**config.mk**
```make
export PLATFORM = sky130hd
export DESIGN_NAME = i2c_color_receiver
export DESIGN_NICKNAME = d
export VERILOG_FILES = /design/src/rtl/i2c_color_receiver.sv
export SDC_FILE = /design/constraint.sdc
export NUM_CORES = 1
export LEC_CHECK = 0
export CAP_MARGIN = 10
export CELL_PAD_IN_SITES_DETAIL_PLACEMENT = 1
export CELL_PAD_IN_SITES_GLOBAL_PLACEMENT = 1
export CORE_MARGIN = 5
export CORE_UTILIZATION = 50
export CTS_CLUSTER_SIZE = 12
export DETAILED_ROUTE_END_ITERATION = 12
export GPL_ROUTABILITY_DRIVEN = 0
export HOLD_SLACK_MARGIN = 0.15
export PLACE_DENSITY_LB_ADDON = 0.12
export REMOVE_ABC_BUFFERS = 1
export SETUP_SLACK_MARGIN = 0.3
export SLEW_MARGIN = 30
export SYNTH_ARGS = -nofsm -noshare
export SYNTH_HDL_FRONTEND = slang
export SYNTH_SLANG_ARGS = --single-unit
```
**constraint.sdc**
```tcl
create_clock -name clk -period 11.5 [get_ports clk]
set_input_delay 2.3 -clock clk [delete_from_list [all_inputs] [get_ports clk]]
set_output_delay 2.3 -clock clk [all_outputs]
set_load 0.05 [all_outputs]
```
**src/rtl/i2c_color_receiver.sv**
```systemverilog
// I2C write-only target that reassembles a 10-byte color-sensor frame into five
// 16-bit channel words, committing them with a single-cycle valid pulse on STOP.
module i2c_color_receiver #(
  parameter logic [6:0]  ADDRESS     = 7'h29,
  parameter int unsigned FRAME_BYTES = 10
) (
  input  logic        clk,
  input  logic        rst,
  input  logic        scl,
  input  logic        sda_in,
  output logic        sda_oe,
  input  logic        endian,
  output logic [15:0] clear_data,
  output logic [15:0] red_data,
  output logic [15:0] green_data,
  output logic [15:0] blue_data,
  output logic [15:0] infrared_data,
  output logic        frame_valid,
  output logic        frame_error,
  output logic        busy
);

  localparam logic [3:0] FRAME_LEN = 4'(FRAME_BYTES);

  typedef enum logic [2:0] {
    IDLE,
    ADDR,
    ADDR_ACK,
    DATA,
    DATA_ACK,
    IGNORE
  } state_t;

  state_t      state_q;
  logic        sclMeta_q, sclSync_q, sclHist_q;
  logic        sdaMeta_q, sdaSync_q, sdaHist_q;
  logic [7:0]  shift_q;
  logic [7:0]  shift_d;
  logic [3:0]  bitCnt_q;
  logic [3:0]  byteCnt_q;
  logic        endian_q;
  logic        ackDrive_q;
  logic        sdaOe_q;
  logic        busy_q;
  logic        frameValid_q;
  logic        frameError_q;
  logic [7:0]  shadow_q [FRAME_BYTES];
  logic [15:0] clear_q, red_q, green_q, blue_q, infrared_q;

  logic sclChg, sdaChg, sclRise, sclFall, startDet, stopDet;
  logic partialByte, shortFrame, abortDet, commitOk;

  // Bus idles high, so the synchronizers reset to 1 to avoid a phantom edge.
  always_ff @(posedge clk or posedge rst) begin
    if (rst) begin
      sclMeta_q <= 1'b1;
      sclSync_q <= 1'b1;
      sclHist_q <= 1'b1;
      sdaMeta_q <= 1'b1;
      sdaSync_q <= 1'b1;
      sdaHist_q <= 1'b1;
    end else begin
      sclMeta_q <= scl;
      sclSync_q <= sclMeta_q;
      sclHist_q <= sclSync_q;
      sdaMeta_q <= sda_in;
      sdaSync_q <= sdaMeta_q;
      sdaHist_q <= sdaSync_q;
    end
  end

  assign sclChg   = sclSync_q ^ sclHist_q;
  assign sdaChg   = sdaSync_q ^ sdaHist_q;
  assign sclRise  = sclChg & sclSync_q;
  assign sclFall  = sclChg & ~sclSync_q;
  // An SDA change that coincides with an SCL change is never a START/STOP.
  assign startDet = sdaChg & ~sclChg & sclSync_q & ~sdaSync_q;
  assign stopDet  = sdaChg & ~sclChg & sclSync_q & sdaSync_q;
  assign shift_d  = {shift_q[6:0], sdaSync_q};

  // The SCL rise that sets up a STOP/START shifts one bit, so one bit is not "mid-byte".
  assign partialByte = (state_q == DATA) && (bitCnt_q > 4'd1);
  assign shortFrame  = (byteCnt_q != 4'd0) && (byteCnt_q < FRAME_LEN);
  assign abortDet    = ((state_q == DATA) || (state_q == DATA_ACK)) && (partialByte || shortFrame);
  assign commitOk    = (state_q == DATA) && (byteCnt_q == FRAME_LEN) && (bitCnt_q <= 4'd1);

  function automatic logic [15:0] joinWord(input logic [7:0] first, input logic [7:0] second,
                                           input logic bigEnd);
    return bigEnd ? {first, second} : {second, first};
  endfunction

  always_ff @(posedge clk or posedge rst) begin
    if (rst) begin
      state_q      <= IDLE;
      shift_q      <= '0;
      bitCnt_q     <= '0;
      byteCnt_q    <= '0;
      endian_q     <= 1'b0;
      ackDrive_q   <= 1'b0;
      sdaOe_q      <= 1'b0;
      busy_q       <= 1'b0;
      frameValid_q <= 1'b0;
      frameError_q <= 1'b0;
      clear_q      <= '0;
      red_q        <= '0;
      green_q      <= '0;
      blue_q       <= '0;
      infrared_q   <= '0;
      for (int i = 0; i < FRAME_BYTES; i++) shadow_q[i] <= '0;
    end else begin
      frameValid_q <= 1'b0;
      frameError_q <= 1'b0;
      if (startDet) begin
        if (abortDet) frameError_q <= 1'b1;
        state_q    <= ADDR;
        bitCnt_q   <= '0;
        byteCnt_q  <= '0;
        endian_q   <= endian;
        busy_q     <= 1'b1;
        sdaOe_q    <= 1'b0;
        ackDrive_q <= 1'b0;
      end else if (stopDet) begin
        if (commitOk) begin
          clear_q      <= joinWord(shadow_q[0], shadow_q[1], endian_q);
          red_q        <= joinWord(shadow_q[2], shadow_q[3], endian_q);
          green_q      <= joinWord(shadow_q[4], shadow_q[5], endian_q);
          blue_q       <= joinWord(shadow_q[6], shadow_q[7], endian_q);
          infrared_q   <= joinWord(shadow_q[8], shadow_q[9], endian_q);
          frameValid_q <= 1'b1;
        end else if (abortDet) begin
          frameError_q <= 1'b1;
        end
        state_q    <= IDLE;
        busy_q     <= 1'b0;
        sdaOe_q    <= 1'b0;
        ackDrive_q <= 1'b0;
      end else begin
        case (state_q)
          ADDR: begin
            if (sclRise) begin
              shift_q <= shift_d;
              if (bitCnt_q == 4'd7) begin
                bitCnt_q <= '0;
                if ((shift_d[7:1] == ADDRESS) && !shift_d[0]) state_q <= ADDR_ACK;
                else state_q <= IGNORE;
              end else begin
                bitCnt_q <= bitCnt_q + 4'd1;
              end
            end
          end
          // First SCL fall after the 8th bit grabs SDA, the next one releases it.
          ADDR_ACK, DATA_ACK: begin
            if (sclFall) begin
              if (!ackDrive_q) begin
                sdaOe_q    <= 1'b1;
                ackDrive_q <= 1'b1;
              end else begin
                sdaOe_q    <= 1'b0;
                ackDrive_q <= 1'b0;
                bitCnt_q   <= '0;
                state_q    <= DATA;
              end
            end
          end
          DATA: begin
            if (sclRise) begin
              shift_q <= shift_d;
              if (bitCnt_q == 4'd7) begin
                bitCnt_q <= '0;
                if (byteCnt_q < FRAME_LEN) begin
                  shadow_q[byteCnt_q] <= shift_d;
                  byteCnt_q           <= byteCnt_q + 4'd1;
                  state_q             <= DATA_ACK;
                end else begin
                  frameError_q <= 1'b1;
                  busy_q       <= 1'b0;
                  state_q      <= IGNORE;
                end
              end else begin
                bitCnt_q <= bitCnt_q + 4'd1;
              end
            end
          end
          default: ;
        endcase
      end
    end
  end

  assign sda_oe        = sdaOe_q;
  assign busy          = busy_q;
  assign frame_valid   = frameValid_q;
  assign frame_error   = frameError_q;
  assign clear_data    = clear_q;
  assign red_data      = red_q;
  assign green_data    = green_q;
  assign blue_data     = blue_q;
  assign infrared_data = infrared_q;

endmodule
```
=== Yosys cells after proc, flatten, opt, wreduce, memory -nomap -nowiden ===
Cells that the tools add are included.
W data, S select, Z words.

* Output and inout port bits: 84
* Bits in registers: 189
* Input port bits: 5

* Muxes and demuxes: 54
* Equal/unequal tests: 18
* Bitwise operators: 14
* $lt $le $gt $ge: 5
* Reduce and logical (&&, ||, !) cells: 32
* Add/subtract/negate cells: 2

{| class="wikitable"
|+ Operator list
! kind !! count
|-
| $bwmux W80 || 1
|-
| $mux W16 || 5
|-
| $mux W4 || 12
|-
| $demux W8 S4 || 1
|-
| $mux W3 || 9
|-
| $mux W1 || 23
|-
| $ne A4 B4 Y1 const B || 5
|-
| $reduce_bool A3 Y1 || 6
|-
| $reduce_and A5 Y1 || 2
|-
| $ne A3 B3 Y1 const B || 3
|-
| $pmux W3 S3 || 1
|-
| $add A4 B1 Y4 const B || 2
|-
| $mux W8 || 1
|-
| $pmux W4 S2 || 1
|-
| $reduce_and A4 Y1 || 2
|-
| $reduce_bool A2 Y1 || 4
|-
| $eq A7 B6 Y1 const B || 1
|-
| $logic_and A1 B1 Y1 || 7
|-
| $reduce_and A7 Y1 || 1
|-
| $and A1 B1 Y1 || 6
|-
| $eq A3 B2 Y1 const B || 2
|-
| $reduce_and A6 Y1 || 1
|-
| $ge A5 B5 Y1 const B || 1
|-
| $lt A5 B1 Y1 const B || 1
|-
| 20 further kinds || 27
|}

=== Logic depth before layout (Yosys ltp) ===
* Depth in word-level cells: 8
* Mapped depth: 9

=== Least setup slack after synthesis ===
No wires, ideal clock.

* Kind: register to output
* Start point: register sdaOe_q, in the netlist sda_oe
* End point: output sda_oe
* Arrival: 0.628 ns
* Required time: 9.200 ns
* Stages on the path, launching flop included: 1
* Setup slack: 8.572 ns
* Cells stage by stage: dfrtp_1

{| class="wikitable"
|+ RTL lines
! element !! line !! source
|-
| start, declared || 43 || <nowiki>logic sdaOe_q;</nowiki>
|-
| start signal, assigned || 100 || <nowiki>sdaOe_q <= 1'b0;</nowiki>
|-
| start signal, assigned || 120 || <nowiki>sdaOe_q <= 1'b0;</nowiki>
|-
| start signal, assigned || 135 || <nowiki>sdaOe_q <= 1'b0;</nowiki>
|-
| end, declared || 11 || <nowiki>output logic sda_oe,</nowiki>
|}

No word-level cell between the ends.

==> flow_summary.json <==
{
  "worst_pin_slew_ps": 869.9,
  "tns_ps": 0,
  "intPower_mw": 1.137,
  "path_max_fanout": 74,
  "synth-edff-count": 0,
  "worstSetupEndpointType": "asynchronous set/reset pin",
  "synth-seq-area-share_pct": 55.56,
  "grt_first_pass_wirelength_mm": 31.11,
  "status": "complete, no violations",
  "maxSlewHeadroom_pct": 42.01,
  "path_clk_slew_ps": 70,
  "rr_worst_depth": 7,
  "initialDrtViolationCount": 257,
  "peakVddDrop_mv": 0.1046,
  "hold_depth": 0,
  "crit_type": "primary input to asynchronous set/reset pin",
  "path_cells": "clkdlybuf4s50_1 -> inv_6 -> buf_6 -> buf_4",
  "p_leak_nw": 4.920,
  "grt.total_usage_pct": 19.97,
  "viasPerCell": 5.607,
  "arrival_ps": 4570,
  "p_total_mw": 1.581,
  "grt_pass1_vias": 5657,
  "worstSetupStartpointType": "primary input",
  "antenna_found_initial": 0,
  "design_area_um2": 10190,
  "grt_start_max_net_pins": 75,
  "synth_top_flop_cell": "dfrtp_1",
  "drive_above_1_share_pct": 42.37,
  "dp_hpwl_mm": 11.84,
  "initial_core_util_pct": 51.23,
  "vias": 5018,
  "setup_viol": 0,
  "cpMaxStageDelayCell": "buf_4",
  "diodes": 0,
  "ioPinCount": 89,
  "ctsRootBufferMaster": "clkbuf_16",
  "seq_power_share_pct": 49.3,
  "synth_top_area_share_pct": 53.71,
  "cts_buffer_depth": 2,
  "async_flop_share_pct": 100.0,
  "yosysWarnings": 0,
  "required_ps": 12000,
  "fp.dieW_um": 140.6,
  "p_clk_share_pct": 40.2,
  "hold_viol": 0,
  "post_cts_buffers": 0,
  "area_delta_synth_final_pct": 19.50,
  "syn_area_per_cell_um2": 14.60,
  "drv_cap": 0,
  "die_h_um": 140.6,
  "dr.pass1.iters": 4,
  "p_sw_share_pct": 28.10,
  "fmax_ghz": 0.2452,
  "min_period_ps": 4079,
  "wl_per_cell_um": 20.89,
  "synthesis.area_um2": 8526,
  "routed_wl_mm": 18.70,
  "cp_slowest_stage_delay_ps": 690,
  "cts.sinks": 189,
  "gr-total-overflow": 0,
  "synth_cell_types": 54,
  "cp_num_buf_inv": 4,
  "cts_tree": "yes",
  "nets": 676,
  "ant_nets": 0,
  "skew_ps": 10.70,
  "die_area_um2": 19760,
  "crit_family": "buffers and inverters",
  "r2r_slack_ps": 8190,
  "synth_top_area_cell": "dfrtp_1",
  "cts-resized-gates": 0,
  "worst-path-stages": 4,
  "p_switching_uw": 444.4,
  "fp-row-count": 47,
  "place_area_um2": 9548,
  "finalCritPeriodShare_pct": 35.47,
  "core_um2": 16640,
  "cts_buffers": 17,
  "synth_seq_cells": 189,
  "ys_top_cells_by_area": "dfrtp_1 54%, mux2_2 31%, mux2_1 2.0%",
  "drcViolationCount": 0,
  "clk_latency_ps": 440,
  "slew_violations": 0,
  "syn_inst": 584,
  "hp-class": "register to register",
  "p_comb_share_pct": 10.5,
  "cts-htree-levels": 4,
  "port-buffer-count": 88,
  "power_density_nw_per_um2": 155.2,
  "rsz0062_at_grt": "no",
  "cts_hold_buffers": 0
}
## logic make-up (layout without fill, tap and decap cells)
family / after synthesis / after routing / share of synthesized area [%]
AO/OA/AOI/OAI: 24 / 24 / 2.201
XOR/XNOR: 3 / 3 / 0.5284
adder cells (fa/ha/maj): 9 / 9 / 1.321
buffers and inverters: 43 / 134 / 2.715
flip-flops: 189 / 189 / 55.56
multiplexers: 250 / 250 / 32.99
AND/OR/NAND/NOR: 66 / 66 / 4.682
## metal layers
metal	share of wire, %	wire length, µm	up-vias	GRT usage [%]
li1	-	-	2264	-
met1	44	8191	2631	25.59
met2	51	9483	94	33.87
met3	3.5	646	29	4.267
met4	2.0	375	0	6.731
met5	0	0	-	0
## through the flow
step	util, %	setup slack, ps	hold slack [ps]	std cells
floorplan	-	4068	345.2	550
global placement	57.18	6701	345.8	861
detailed placement	57.37	6597	348.4	863
CTS	61.20	7056	358.6	895
global route	61.22	7039	363.6	895
finish	61.22	7421	358.6	895
## area by class of cell
class | instances | area [µm²]
fill | 1542 | 6454
sequential | 189 | 4741
multi-input combinational | 352 | 3562
timing repair buffer | 93 | 934.6
clock buffer | 18 | 429.2
tap | 220 | 275.3
clock inverter | 14 | 207.7
inverter | 9 | 38.79
## power groups by stage
| stage | logic (mW) | registers [mW] | clock network (mW) |
|---|---|---|---|
| 3_5_place_dp | 0.166 | 0.793 | 0 |
| 5_1_grt | 0.185 | 0.787 | 0.674 |
| 4_1_cts | 0.167 | 0.781 | 0.647 |
| 6_report | 0.166 | 0.780 | 0.635 |
| 3_3_place_gp | 0.141 | 0.800 | 0 |
| 2_1_floorplan | 0.115 | 0.765 | 0 |
## state kept, by name (all words and copies together), names as in the netlist, 3 cells and up
name           cells
bitCnt_q           4
blue_data         16
byteCnt_q          4
clear_data        16
green_data        16
infrared_data     16
red_data          16
shadow_q          80
shift_q            7
state_q            3
## synth_stat cells, drive strengths merged, types with 2 or more instances
cell     count
a2111oi      2
a211oi       2
a21boi       2
and2         3
and3         4
and3b        2
buf         13
clkbuf      21
dfrtp      183
dfstp        6
ha           9
inv          9
mux2       248
mux2i        2
nand2       14
nand2b       2
nand3        9
nand3b       3
nand4        3
nor2         8
nor2b        3
nor3         2
nor3b        2
nor4         3
o211ai       2
o21ai        4
or3b         2
xnor2        2
## path summary, 6_finish.rpt
| check | from | endpoint |
|---|---|---|
| max in group clk | green_data[1] | green_data[1] |
| max reg2reg | sclSync_q | green_data[2] |
| max | rst | shadow_q[22] |
| min in group asynchronous | rst | infrared_data[15] |
| min | sclMeta_q | sclSync_q |
| min reg2reg | sclMeta_q | sclSync_q |
## layout by cell type, fill, tap and decap left out, types with 3 or more instances in the layout
master and instances:
and2_1 3, and3_1 4, buf_4 3, bufinv_16 4, clkbuf_16 17, clkdlybuf4s50_1 88
clkinvlp_4 3, dfrtp_1 182, dfstp_2 6, ha_1 9, inv_1 8, inv_6 3
inv_8 3, mux2_1 15, mux2_2 233, nand2_1 13, nand3_1 9, nand3b_1 3
nand4_1 3, nor2_1 8, nor2b_1 3, o21ai_0 4
## worst register-to-register path, stage by stage, from the launching register on
cell     delay [ps]
dfstp_2         560
inv_1            60
ha_1            280
and2_1          280
nand2_2         210
nor4_4          570
buf_4           790
mux2_2          450
No activity file was read; power rests on OpenSTA's default activity.
